$ cat src/rtl/jk_seq_pkg.sv
// Shared types for the JK drive sequencer: op codes, FSM states,
// queued command record and the JK next-state helper.
package jk_seq_pkg;

    localparam logic [1:0] OP_HOLD = 2'b00;
    localparam logic [1:0] OP_RST  = 2'b01;
    localparam logic [1:0] OP_SET  = 2'b10;
    localparam logic [1:0] OP_TOG  = 2'b11;

    typedef enum logic [1:0] {
        ST_IDLE,
        ST_DRIVE,
        ST_CHECK
    } state_t;

    typedef struct packed {
        logic [1:0] op;
        logic [3:0] rpt;
    } cmd_t;

    function automatic logic jk_next(input logic [1:0] op,
                                     input logic       q);
        logic r;
        unique case (op)
            OP_HOLD: r = q;
            OP_RST:  r = 1'b0;
            OP_SET:  r = 1'b1;
            default: r = ~q;
        endcase
        return r;
    endfunction

endpackage

$ cat src/rtl/jk_cmd_fifo.sv
// Command queue: DEPTH entries of cmd_t, head visible on rd_data.
// Ports: clk, rst_n, push/wr_data, pop/rd_data, full, empty.
module jk_cmd_fifo
    import jk_seq_pkg::*;
#(
    parameter int DEPTH = 4
) (
    input  logic clk,
    input  logic rst_n,
    input  logic push,
    input  cmd_t wr_data,
    input  logic pop,
    output cmd_t rd_data,
    output logic full,
    output logic empty
);

    localparam int AW = $clog2(DEPTH);

    cmd_t           mem [DEPTH];
    logic [AW-1:0]  wr_ptr;
    logic [AW-1:0]  rd_ptr;
    logic [AW:0]    count;
    logic           push_ok;
    logic           pop_ok;

    assign full    = (count == (AW+1)'(DEPTH));
    assign empty   = (count == '0);
    // Full refuses a push even when a pop happens on the same edge.
    assign push_ok = push && !full;
    assign pop_ok  = pop && !empty;
    assign rd_data = mem[rd_ptr];

    always_ff @(posedge clk) begin
        if (push_ok) begin
            mem[wr_ptr] <= wr_data;
        end
    end

    always_ff @(posedge clk or negedge rst_n) begin
        if (!rst_n) begin
            wr_ptr <= '0;
            rd_ptr <= '0;
            count  <= '0;
        end else begin
            if (push_ok) begin
                wr_ptr <= wr_ptr + AW'(1);
            end
            if (pop_ok) begin
                rd_ptr <= rd_ptr + AW'(1);
            end
            unique case ({push_ok, pop_ok})
                2'b10:   count <= count + (AW+1)'(1);
                2'b01:   count <= count - (AW+1)'(1);
                default: count <= count;
            endcase
        end
    end

endmodule

$ cat src/rtl/jk_drive_sequencer.sv
// Sequences queued JK commands onto j/k and checks q_fb after each.
// Ports: cmd_valid/ready/op/rpt in, j/k drive out, q_fb in, busy/err/tog_cnt.
module jk_drive_sequencer
    import jk_seq_pkg::*;
#(
    parameter int DEPTH = 4,
    parameter int CNT_W = 8
) (
    input  logic             clk,
    input  logic             rst_n,
    input  logic             cmd_valid,
    output logic             cmd_ready,
    input  logic [1:0]       cmd_op,
    input  logic [3:0]       cmd_rpt,
    output logic             j,
    output logic             k,
    input  logic             q_fb,
    output logic             busy,
    output logic             err,
    input  logic             err_clr,
    output logic [CNT_W-1:0] tog_cnt
);

    state_t     state_q;
    state_t     state_d;
    logic [1:0] jk_q;
    logic [1:0] jk_d;
    logic [3:0] rem_q;
    logic [3:0] rem_d;
    logic       pop;
    logic       full;
    logic       empty;
    cmd_t       cmd_in;
    cmd_t       head;
    logic       exp_q;
    logic       exp_valid;
    logic       drv;
    logic       mism;

    assign cmd_in    = '{op: cmd_op, rpt: cmd_rpt};
    assign cmd_ready = !full;
    assign busy      = !empty || (state_q != ST_IDLE);
    assign j         = jk_q[1];
    assign k         = jk_q[0];
    assign drv       = (state_q == ST_DRIVE);
    // Before any set/reset the flip-flop state is unknown: skip compare.
    assign mism      = (state_q == ST_CHECK) && exp_valid
                       && (q_fb != exp_q);

    jk_cmd_fifo #(
        .DEPTH   (DEPTH)
    ) u_fifo (
        .clk     (clk),
        .rst_n   (rst_n),
        .push    (cmd_valid),
        .wr_data (cmd_in),
        .pop     (pop),
        .rd_data (head),
        .full    (full),
        .empty   (empty)
    );

    always_comb begin
        state_d = state_q;
        jk_d    = jk_q;
        rem_d   = rem_q;
        pop     = 1'b0;
        unique case (state_q)
            ST_IDLE, ST_CHECK: begin
                if (!empty) begin
                    pop     = 1'b1;
                    state_d = ST_DRIVE;
                    jk_d    = head.op;
                    rem_d   = head.rpt;
                end else begin
                    state_d = ST_IDLE;
                    jk_d    = OP_HOLD;
                end
            end
            ST_DRIVE: begin
                if (rem_q == 4'd0) begin
                    state_d = ST_CHECK;
                    jk_d    = OP_HOLD;
                end else begin
                    rem_d   = rem_q - 4'd1;
                end
            end
            default: begin
                state_d = ST_IDLE;
                jk_d    = OP_HOLD;
            end
        endcase
    end

    always_ff @(posedge clk or negedge rst_n) begin
        if (!rst_n) begin
            state_q <= ST_IDLE;
            jk_q    <= OP_HOLD;
            rem_q   <= 4'd0;
        end else begin
            state_q <= state_d;
            jk_q    <= jk_d;
            rem_q   <= rem_d;
        end
    end

    // Expected-q model follows the same edges the flip-flop samples.
    always_ff @(posedge clk or negedge rst_n) begin
        if (!rst_n) begin
            exp_q     <= 1'b0;
            exp_valid <= 1'b0;
            err       <= 1'b0;
            tog_cnt   <= '0;
        end else begin
            if (drv) begin
                exp_q <= jk_next(jk_q, exp_q);
                if (jk_q == OP_RST || jk_q == OP_SET) begin
                    exp_valid <= 1'b1;
                end
                if (jk_q == OP_TOG) begin
                    tog_cnt <= tog_cnt + CNT_W'(1);
                end
            end else if (mism) begin
                exp_q <= q_fb;
            end
            if (mism) begin
                err <= 1'b1;
            end else if (err_clr) begin
                err <= 1'b0;
            end
        end
    end

endmodule
$ cat config.mk
export PLATFORM = sky130hd
export DESIGN_NAME = jk_drive_sequencer
export DESIGN_NICKNAME = d
export VERILOG_FILES = /design/src/rtl/jk_seq_pkg.sv /design/src/rtl/jk_cmd_fifo.sv /design/src/rtl/jk_drive_sequencer.sv
export SDC_FILE = /design/constraint.sdc
export NUM_CORES = 1
export LEC_CHECK = 0
export ABC_AREA = 1
export CAP_MARGIN = 20
export CORE_UTILIZATION = 50
export DETAILED_ROUTE_END_ITERATION = 12
export GPL_TIMING_DRIVEN = 0
export PLACE_DENSITY = 0.77
export SYNTH_ARGS = -nofsm -noshare
export SYNTH_HDL_FRONTEND = slang
export SYNTH_SLANG_ARGS = --single-unit
$ cat constraint.sdc
create_clock -name clk -period 2.5 [get_ports clk]
set_clock_uncertainty 0.05 [all_clocks]
set_input_delay 0.5 -clock clk [delete_from_list [all_inputs] [get_ports clk]]
set_output_delay 0.5 -clock clk [all_outputs]
set_load 0.02 [all_outputs]
* Word level (Yosys, flattened, before mapping)
Memories as Yosys holds them, arrays and structs flattened. Cells that the tools add are included.
Storage, ports and cells: ROM bits 0, RAM bits 24, input port bits 11, bits in latches 0, memories 1, flip-flop bits (word level) 26, word-level logic and storage cells 72
Memory list:
- u_fifo.mem | depth 4, bits a word 6, rd ports 1, clocked after memory_dff 0, wr ports 1, RTL line jk_cmd_fifo.sv:20 | cmd_t mem [DEPTH];
Cells by class: add/sub/neg operators 6, reduce and logical (&&, ||, !) cells 22, multipliers 0, divide/modulo/power cells 0, shifts and indexed selects 0, $lt $le $gt $ge 0, mux-type cells 19, eq/ne operators 13, bitwise operators 1
Operators with widths (count):
- $reduce_bool 2->1 | 5
- $mux 1 | 9
- $add 8x1->8 const B | 1
- $eq 2x2->1 const B | 4
- $mux 4 | 2
- $pmux 2 s2 | 2
- $pmux 4 s2 | 1
- $eq 2x1->1 const B | 3
- $mux 2 | 3
- $ne 2x2->1 const B | 3
- $pmux 3 s2 | 1
- $reduce_and 2->1 | 3
- $add 2x1->2 const B | 2
- $logic_and 1x1->1 | 4
- $logic_not 2->1 | 2
- $logic_not 4->1 | 1
- $sub 4x1->4 const B | 1
- $add 3x1->3 const B | 1
- $eq 3x3->1 const B | 1
- $logic_not 3->1 | 1
- $pmux 1 s3 | 1
- $reduce_and 3->1 | 1
- $sub 3x1->3 const B | 1
- $logic_not 1->1 | 2
- 5 further kinds | 6

* Logic depth before layout (Yosys ltp)
Gate-level depths: netlist of the first run.
depth in word-level cells 6, depth in mapped cells 11

* Hierarchy
A second synthesis of the first run with hierarchy kept.
Second synthesis, totals: cell total of the unflattened synthesis 261, area total of the unflattened synthesis 2461.1 um^2
Modules (own cells, without submodules):
- jk_cmd_fifo | instances 1, cells each 131, seq. area each 895.9 um^2, area an instance 1435.1 um^2
- jk_drive_sequencer | instances 1, cells each 130, seq. area each 475.5 um^2, area an instance 1026.0 um^2

* Worst setup path before layout of the first run
Ideal clock, no wire load.
path type flip-flop to flip-flop, start point register u_fifo.count[0], end point register u_fifo.count[2], arrival time 1840 ps, slack 531 ps, library setup time 79 ps, buffers on the path 0, period minus slack after synthesis 1969 ps, cell stages (with the launch flop) 11, data required time 2371 ps, path through dfrtp_1 inv_1 nand3_1 nand2_2 ha_1 inv_1 fa_1 nor2_1 nor2_1 nand2_1 xor2_1
Between the ends: elaborated cells on any way between the ends 14, those cells by class 2 x add/sub; 3 x eq/ne; 3 x mux; 6 x reduce/logical
RTL lines:
- start: declaration | RTL line jk_cmd_fifo.sv:23 | logic [AW:0] count;
- start signal: assignment | RTL line jk_cmd_fifo.sv:53 | 2'b10: count <= count + (AW+1)'(1);
- start signal: assignment | RTL line jk_cmd_fifo.sv:54 | 2'b01: count <= count - (AW+1)'(1);
- start signal: assignment | RTL line jk_cmd_fifo.sv:55 | default: count <= count;
- $eq 3x3->1 * | RTL line jk_cmd_fifo.sv:27 | assign full = (count == (AW+1)'(DEPTH));
- $logic_not 1->1 *
- via cmd_ready | RTL line jk_drive_sequencer.sv:12 | output logic cmd_ready,
- $logic_and 1x1->1 * | RTL line jk_cmd_fifo.sv:30 | assign push_ok = push && !full;
- $eq 2x1->1 / $eq 2x2->1 (equally long branches) | RTL line jk_cmd_fifo.sv:52 | unique case ({push_ok, pop_ok})
- $pmux 3 s2 / $reduce_bool 2->1 (equally long branches)
The timed path passes the listed nets; every way through them passes the cells marked *. A chain may end at the register's enable or synchronous reset.

* Worst setup path after layout of the first run
start point register u_fifo.count[0], end point output busy
Between the ends: word-level cells in the longest chain between the ends 3
Ends and longest elaborated chain:
- $logic_not 3->1 | RTL line jk_cmd_fifo.sv:28 | assign empty = (count == '0);
- $logic_not 1->1 | RTL line jk_drive_sequencer.sv:42 | assign busy = !empty || (state_q != ST_IDLE);
- $logic_or 1x1->1 | RTL line jk_drive_sequencer.sv:42
- end: declaration | RTL line jk_drive_sequencer.sv:18 | output logic busy,
No other way between the ends.

==> out/summary.log, run 1 <==
qor: status.status finished, final reports clean
qor: setup_path.critical_path.max_stage_delay 530 ps
qor: setup_path.r2r_slack 510 ps
qor: drt.routed-via-count 1,716
qor: floorplanning.die_x_extent 71.86 um
qor: cells_and_area.num-nets-final 314
qor: setup_path.path_max_fanout 3
qor: clock_network.ctsResizeCount 0
qor: logic_synthesis.synthCells 260
qor: drt.post_drt_via_cell_ratio 4.780
qor: global_routing.globalRoute.busiestLayer met2
qor: floorplanning.die_area 0.005163 sq mm
qor: timing.min_period_over_period 0.8830
qor: min_path.hold_path.startpoint exp_valid
qor: clock_network.tritoncts_num_sinks 50
qor: setup_path.arrival 1660 ps
qor: setup_path.critPathRequiredTime 1950 ps
qor: timing.report.final.setup_viol 0
qor: logic_synthesis.netlist_area 0.002440 sq mm
qor: job.max_cap_violations 0
qor: setup_path.reg2regPathDepth 11
qor: global_routing.globalRouteOverflowTotal 0
qor: drt.ant_nets 0
qor: logic_synthesis.count_of_flip_flops_with_a_built_in_enable_after_synthesis 24
qor: global_routing.global_route.usage.met1 0.2267
qor: global_routing.gr-usage-met3 0.04641
qor: pwr.power_leakage 1.365 nW
qor: floorplanning.fp-row-count 25
qor: cells_and_area.num_antenna_cells 0
qor: timing.maxSlewViolCount 0
qor: global_routing.via_count_of_the_first_global_routing_pass 1,661
qor: place.detailedPlacementHpwl 3106 um
qor: setup_path.worstSetupEndpointType output pin
qor: setup_path.critPathSlowestCell sky130_fd_sc_hd__clkdlybuf4s50_1
qor: logic_synthesis.synthArstFlopShare 0.5200
qor: timing.timing_worst_slew_pin_value 681.8 ps
qor: drt.route.detailed.drc 0
qor: cells_and_area.drive_above_1_share 0.08562
qor: clock_network.clockRootBuffer sky130_fd_sc_hd__clkbuf_8
qor: setup_path.worstReg2RegEnd u_fifo.count[2]
qor: min_path.worstHoldPathType flop to flop
qor: timing.achievable-frequency 453.0 MHz
qor: setup_path.critPathTopFamily buffers and inverters
qor: timing.total_count_of_hold_check_failures_in_the_final_report 0
qor: setup_path.timing_worst_setup_path_type flop to output pin
qor: clock_network.tritoncts done
qor: timing.period_needed 2207 ps
qor: drt.routed_wirelength 4193 um
qor: clock_network.htree_num_levels 2
qor: floorplanning.ioPinCount 24
qor: min_path.hold_path_sink exp_valid
qor: global_routing.grt_pass1_wl 7224 um
qor: min_path.min_path_cells 2
qor: pwr.pwr_density_cell 1112 mW/mm^2
qor: logic_synthesis.mappedNetlistNets 283
qor: logic_synthesis.top_area_cell_type_share_of_the_netlist_area 0.2954
qor: clock_network.cts_made_buffers 5
qor: global_routing.grt.met2_usage 0.3145
qor: floorplanning.initial_core_util 0.5166
qor: global_routing.grt_antenna_before_repair 0
qor: cells_and_area.areaGrowthSynthToFinish 18.10%
qor: pwr.design_power_total 3.204 mW
qor: logic_synthesis.synth.cells.most_frequent sky130_fd_sc_hd__nand2_1 (78), sky130_fd_sc_hd__inv_1 (39), sky130_fd_sc_hd__dfrtp_1 (26)
qor: logic_synthesis.ys.warnings.count 0
qor: global_routing.groute.usage.overall 0.1847
qor: floorplanning.floorplan.core_area 0.004723 sq mm
qor: clock_network.ctsHoldBuffers 0
qor: logic_synthesis.post_synth_main_area_contributors sky130_fd_sc_hd__edfxtp_1 (30%), sky130_fd_sc_hd__dfrtp_1 (27%), sky130_fd_sc_hd__nand2_1 (12%)
qor: logic_synthesis.synth.distinct_cells 29
qor: pwr.vdd_ir_drop_max 0.5934 mV
qor: logic_synthesis.syn_avg_cell_area 9.384 sq um
qor: setup_path.crit_chain inv_1 -> nand3_1 -> nor2_1 -> nand2_1 -> clkdlybuf4s50_1
qor: logic_synthesis.top_count_cell_post_synth sky130_fd_sc_hd__nand2_1
qor: timing.rsz_0062_raised_after_global_routing no
qor: logic_synthesis.post_synthesis_sequential_area_ratio 0.5621
qor: setup_path.r2r_start u_fifo.count[0]
qor: timing.timing.slew.headroom 0.5441
qor: drt.drt_first_iter_violations 112
qor: logic_synthesis.yosys.area.top_type sky130_fd_sc_hd__edfxtp_1
qor: setup_path.total_buffers_and_inverters_traversed_by_the_critical_path 2
qor: floorplanning.chipHeight 71.86 um
qor: clock_network.cts_setup_buffers 0
qor: drt.wl_per_cell 11.68 um
qor: drt.first_pass_iters 4
qor: clock_network.clockBufferDepth 2
qor: timing.setup-tns-final 0 ps
qor: setup_path.crit_path_start_kind flop
qor: logic_synthesis.yosys_most_used_dff sky130_fd_sc_hd__dfrtp_1
qor: global_routing.grt_start_max_net_pins 17
qor: place.globalplace.congestion 0.7909
qor: place.placement.io_buffers 23
qor: clock_network.worstSkewPairLatency 300 ps
qor: logic_synthesis.ys_seq_elements 50
qor: clock_network.path_clk_slew 90 ps
[cells by family after synthesis]
kind of cell,Yosys count,share of synthesized area
simple gates,129,0.2395
flops,50,0.5620
buf+inv,45,0.07180
compound gates,17,0.03692
fa+ha+maj,12,0.06461
xor+xnor,7,0.02513
[flip-flops by register name (all words and copies together), names as in the netlist]
signal / count
exp_valid: 1
exp_q: 1
u_fifo.mem: 24
tog_cnt: 8
rem_q: 4
jk_q: 2
u_fifo.wr_ptr: 2
state_q: 2
u_fifo.rd_ptr: 2
err: 1
u_fifo.count: 3
[power breakdown]
| group | switching (mW) | internal (mW) | total [mW] |
|---|---|---|---|
| Combinational | 0.851 | 0.516 | 1.37 |
| Clock | 0.268 | 0.299 | 0.567 |
| Sequential | 0.161 | 1.11 | 1.27 |
[worst register-to-register path: cells and delay by family, from the launching register on]
kind          cells  cell delay [ps]
simple gates      5              510
buf+inv           3              300
flops             1              370
xor+xnor          1              140
fa+ha+maj         2              570
[cell type report]
class / count / area, sq um
timing repair buffer: 24 / 245.2
clock buffer: 5 / 68.82
buffer: 3 / 17.52
clock inverter: 3 / 43.79
sequential: 50 / 1371
inverter: 42 / 157.7
multi-input combinational: 165 / 893.4
fill: 386 / 1842
tap: 67 / 83.83
[placed cells by master (no fill, tap or decap), types with 4 or more instances in the layout]
| cell | synthesis | routed |
|---|---|---|
| sky130_fd_sc_hd__a21oi_1 | 4 | 4 |
| sky130_fd_sc_hd__clkbuf_8 | 0 | 5 |
| sky130_fd_sc_hd__clkdlybuf4s50_1 | 0 | 23 |
| sky130_fd_sc_hd__dfrtp_1 | 26 | 26 |
| sky130_fd_sc_hd__edfxtp_1 | 24 | 24 |
| sky130_fd_sc_hd__ha_1 | 11 | 11 |
| sky130_fd_sc_hd__inv_1 | 39 | 39 |
| sky130_fd_sc_hd__nand2_1 | 78 | 78 |
| sky130_fd_sc_hd__nand3_1 | 18 | 18 |
| sky130_fd_sc_hd__nor2_1 | 19 | 19 |
| sky130_fd_sc_hd__o21ai_0 | 7 | 7 |
| sky130_fd_sc_hd__xor2_1 | 5 | 5 |
[per-stage QoR]
| stage | instances | utilization | hold slack (ps) | instance area [sq um] | worst slack (ps) |
|---|---|---|---|---|---|
| floorplan | 260 | - | 154.4 | 2440 | 531.1 |
| global placement | 350 | 0.5830 | 406.3 | 2754 | 298.9 |
| detailed placement | 351 | 0.5862 | 409.2 | 2769 | 277.1 |
| CTS | 359 | 0.6101 | 432.1 | 2882 | 272.5 |
| global route | 359 | 0.6101 | 455.8 | 2882 | 179.6 |
| finish | 359 | 0.6101 | 424.4 | 2882 | 292.6 |
[per-layer routing]
layer	routed length [um]	share of wire
met5	0	0
met4	82	0.020
met3	132	0.031
met2	2107	0.50
met1	1871	0.45
[worst max path at each step]
stage	start	endpoint	slack [ps]	cells past startpoint
floorplan	u_fifo.count[0]	u_fifo.count[2]	530	10
global placement	cmd_valid	u_fifo.count[2]	300	9
detailed placement	cmd_valid	u_fifo.count[2]	280	9
CTS	u_fifo.count[0]	busy	270	5
global route	u_fifo.count[1]	busy	180	5
finish	u_fifo.count[0]	busy	290	5
(Power assumes the default switching activity.)
==> inputs of run 2 (changes only) <==
CORE_MARGIN = 2   (was unset)
==> out/summary.log, run 2 (synthesis results as in run 1) <==
qor: global_routing.grt_antenna_before_repair 0
qor: timing.timing.slew.headroom 0.5823
qor: clock_network.tritoncts done
qor: floorplanning.initial_core_util 0.5166
qor: cells_and_area.reg_top3 u_fifo.mem x24, tog_cnt x8, rem_q x4
qor: setup_path.critPathRequiredTime 1950 ps
qor: place.detailedPlacementHpwl 3073 um
qor: floorplanning.die_x_extent 73.86 um
qor: setup_path.r2r_slack 500 ps
qor: floorplanning.ioPinCount 24
qor: global_routing.globalRouteOverflowTotal 0
qor: cells_and_area.drive_above_1_share 0.08562
qor: timing.achievable-frequency 452.7 MHz
qor: global_routing.via_count_of_the_first_global_routing_pass 1,666
qor: timing.rsz_0062_raised_after_global_routing no
qor: cells_and_area.largest_register_ffs 24
qor: pwr.power_leakage 1.351 nW
qor: setup_path.worstSetupEndpointType output pin
qor: timing.maxSlewViolCount 0
qor: place.globalplace.congestion 0.8144
qor: timing.setup-tns-final 0 ps
qor: clock_network.htree_num_levels 2
qor: global_routing.groute.usage.overall 0.1777
qor: timing.min_period_over_period 0.8836
qor: timing.total_count_of_hold_check_failures_in_the_final_report 0
qor: drt.first_pass_iters 4
qor: setup_path.arrival 1660 ps
qor: setup_path.crit_path_start_kind flop
qor: cells_and_area.num-nets-final 314
qor: cells_and_area.commonest_non_fill_non_tap_cell_in_the_layout sky130_fd_sc_hd__nand2_1
qor: status.status finished, final reports clean
qor: timing.timing_worst_slew_pin_value 624.2 ps
qor: clock_network.clockBufferDepth 2
qor: drt.routed_wirelength 4156 um
qor: floorplanning.chipHeight 73.86 um
qor: setup_path.r2r_start u_fifo.count[0]
qor: job.max_cap_violations 0
qor: setup_path.timing_worst_setup_path_type flop to output pin
qor: timing.worst_hold_slack 440.6 ps
qor: setup_path.path_max_fanout 3
qor: floorplanning.die_area 0.005455 sq mm
qor: drt.wl_per_cell 11.58 um
qor: place.placement.io_buffers 23
qor: min_path.worstHoldPathType flop to flop
qor: pwr.vdd_ir_drop_max 0.5391 mV
qor: clock_network.clockRootBuffer sky130_fd_sc_hd__clkbuf_8
qor: clock_network.ctsHoldBuffers 0
qor: cells_and_area.biggest_register u_fifo.mem
qor: clock_network.ctsResizeCount 0
qor: drt.drt_first_iter_violations 122
qor: timing.period_needed 2209 ps
qor: floorplanning.floorplan.core_area 0.004723 sq mm
qor: drt.route.detailed.drc 0
qor: floorplanning.fp-row-count 25
qor: global_routing.grt_start_max_net_pins 17
qor: setup_path.critical_path.endpoint busy
qor: pwr.pwr_density_cell 1077 mW/mm^2
qor: clock_network.tritoncts_num_sinks 50
qor: clock_network.worstSkewPairLatency 310 ps
qor: drt.routed-via-count 1,710
qor: clock_network.path_clk_slew 90 ps
qor: setup_path.worstSetupStartpoint u_fifo.count[0]
qor: cells_and_area.final_cell_mix sky130_fd_sc_hd__nand2_1 (78), sky130_fd_sc_hd__inv_1 (39), sky130_fd_sc_hd__dfrtp_1 (26)
qor: global_routing.grt_pass1_wl 7403 um
qor: drt.post_drt_via_cell_ratio 4.763
qor: cells_and_area.num_antenna_cells 0
qor: timing.report.final.setup_viol 0
qor: drt.ant_nets 0
qor: cells_and_area.areaGrowthSynthToFinish 17.18%
qor: clock_network.cts_setup_buffers 0
qor: setup_path.reg2regPathDepth 11
qor: clock_network.cts_made_buffers 5
qor: setup_path.worstReg2RegEnd u_fifo.count[2]
[run 2: cell types whose count changed in the layout (fill, tap and decap cells not counted), sizes merged]
cell	delta
clkinv	+1
bufinv	-1
inv	-1
clkinvlp	+1
[run 2: critical path, stage by stage, from the launching register on]
cell	delay (ps)
sky130_fd_sc_hd__dfrtp_1	400
sky130_fd_sc_hd__inv_1	110
sky130_fd_sc_hd__nand3_1	130
sky130_fd_sc_hd__nor2_1	110
sky130_fd_sc_hd__nand2_1	70
sky130_fd_sc_hd__clkdlybuf4s50_1	530
[run 2: layout make-up]
type | count | area, sq um
Multi-Input combinational cell | 165 | 893.4
Inverter | 42 | 157.7
Timing Repair Buffer | 24 | 245.2
Buffer | 3 | 17.52
Clock buffer | 5 | 68.82
Fill cell | 404 | 1864
Tap cell | 67 | 83.83
Clock inverter | 3 | 21.27
Sequential cell | 50 | 1371
[run 2: per-layer routing]
metal | GRT usage | part of all wire
met1 | 0.2201 | 0.47
met5 | 0 | 0
met4 | 0.07677 | 0.018
met3 | 0.03704 | 0.030
met2 | 0.2996 | 0.48
[run 2: worst min-delay path by stage]
stage | startpoint | endpoint | slack (ps) | cells after the start
floorplan | rst_n | err | 150 | 0
detailed placement | exp_valid | exp_valid | 420 | 2
finish | u_fifo.count[1] | u_fifo.count[1] | 440 | 2
global route | u_fifo.count[0] | u_fifo.count[0] | 450 | 1
global placement | exp_valid | exp_valid | 410 | 2
CTS | u_fifo.count[0] | u_fifo.count[0] | 440 | 1
[run 2: power breakdown]
group | total, mW | internal [mW] | leakage [nW] | switching, mW
clock | 0.468 | 0.196 | 0.0403 | 0.272
combinational | 1.34 | 0.517 | 0.769 | 0.824
sequential | 1.27 | 1.11 | 0.541 | 0.161
[run 2: through the flow]
step | cells | area (sq um) | setup WS [ps] | utilization | total power [mW]
detailed placement | 351 | 2769 | 268.0 | 0.5862 | 2.634
floorplan | 260 | 2440 | 531.1 | - | 2.260
global route | 359 | 2859 | 197.1 | 0.6053 | 3.369
global placement | 350 | 2754 | 304.6 | 0.5830 | 2.576
CTS | 359 | 2859 | 261.9 | 0.6053 | 3.104
finish | 359 | 2859 | 291.0 | 0.6053 | 3.078
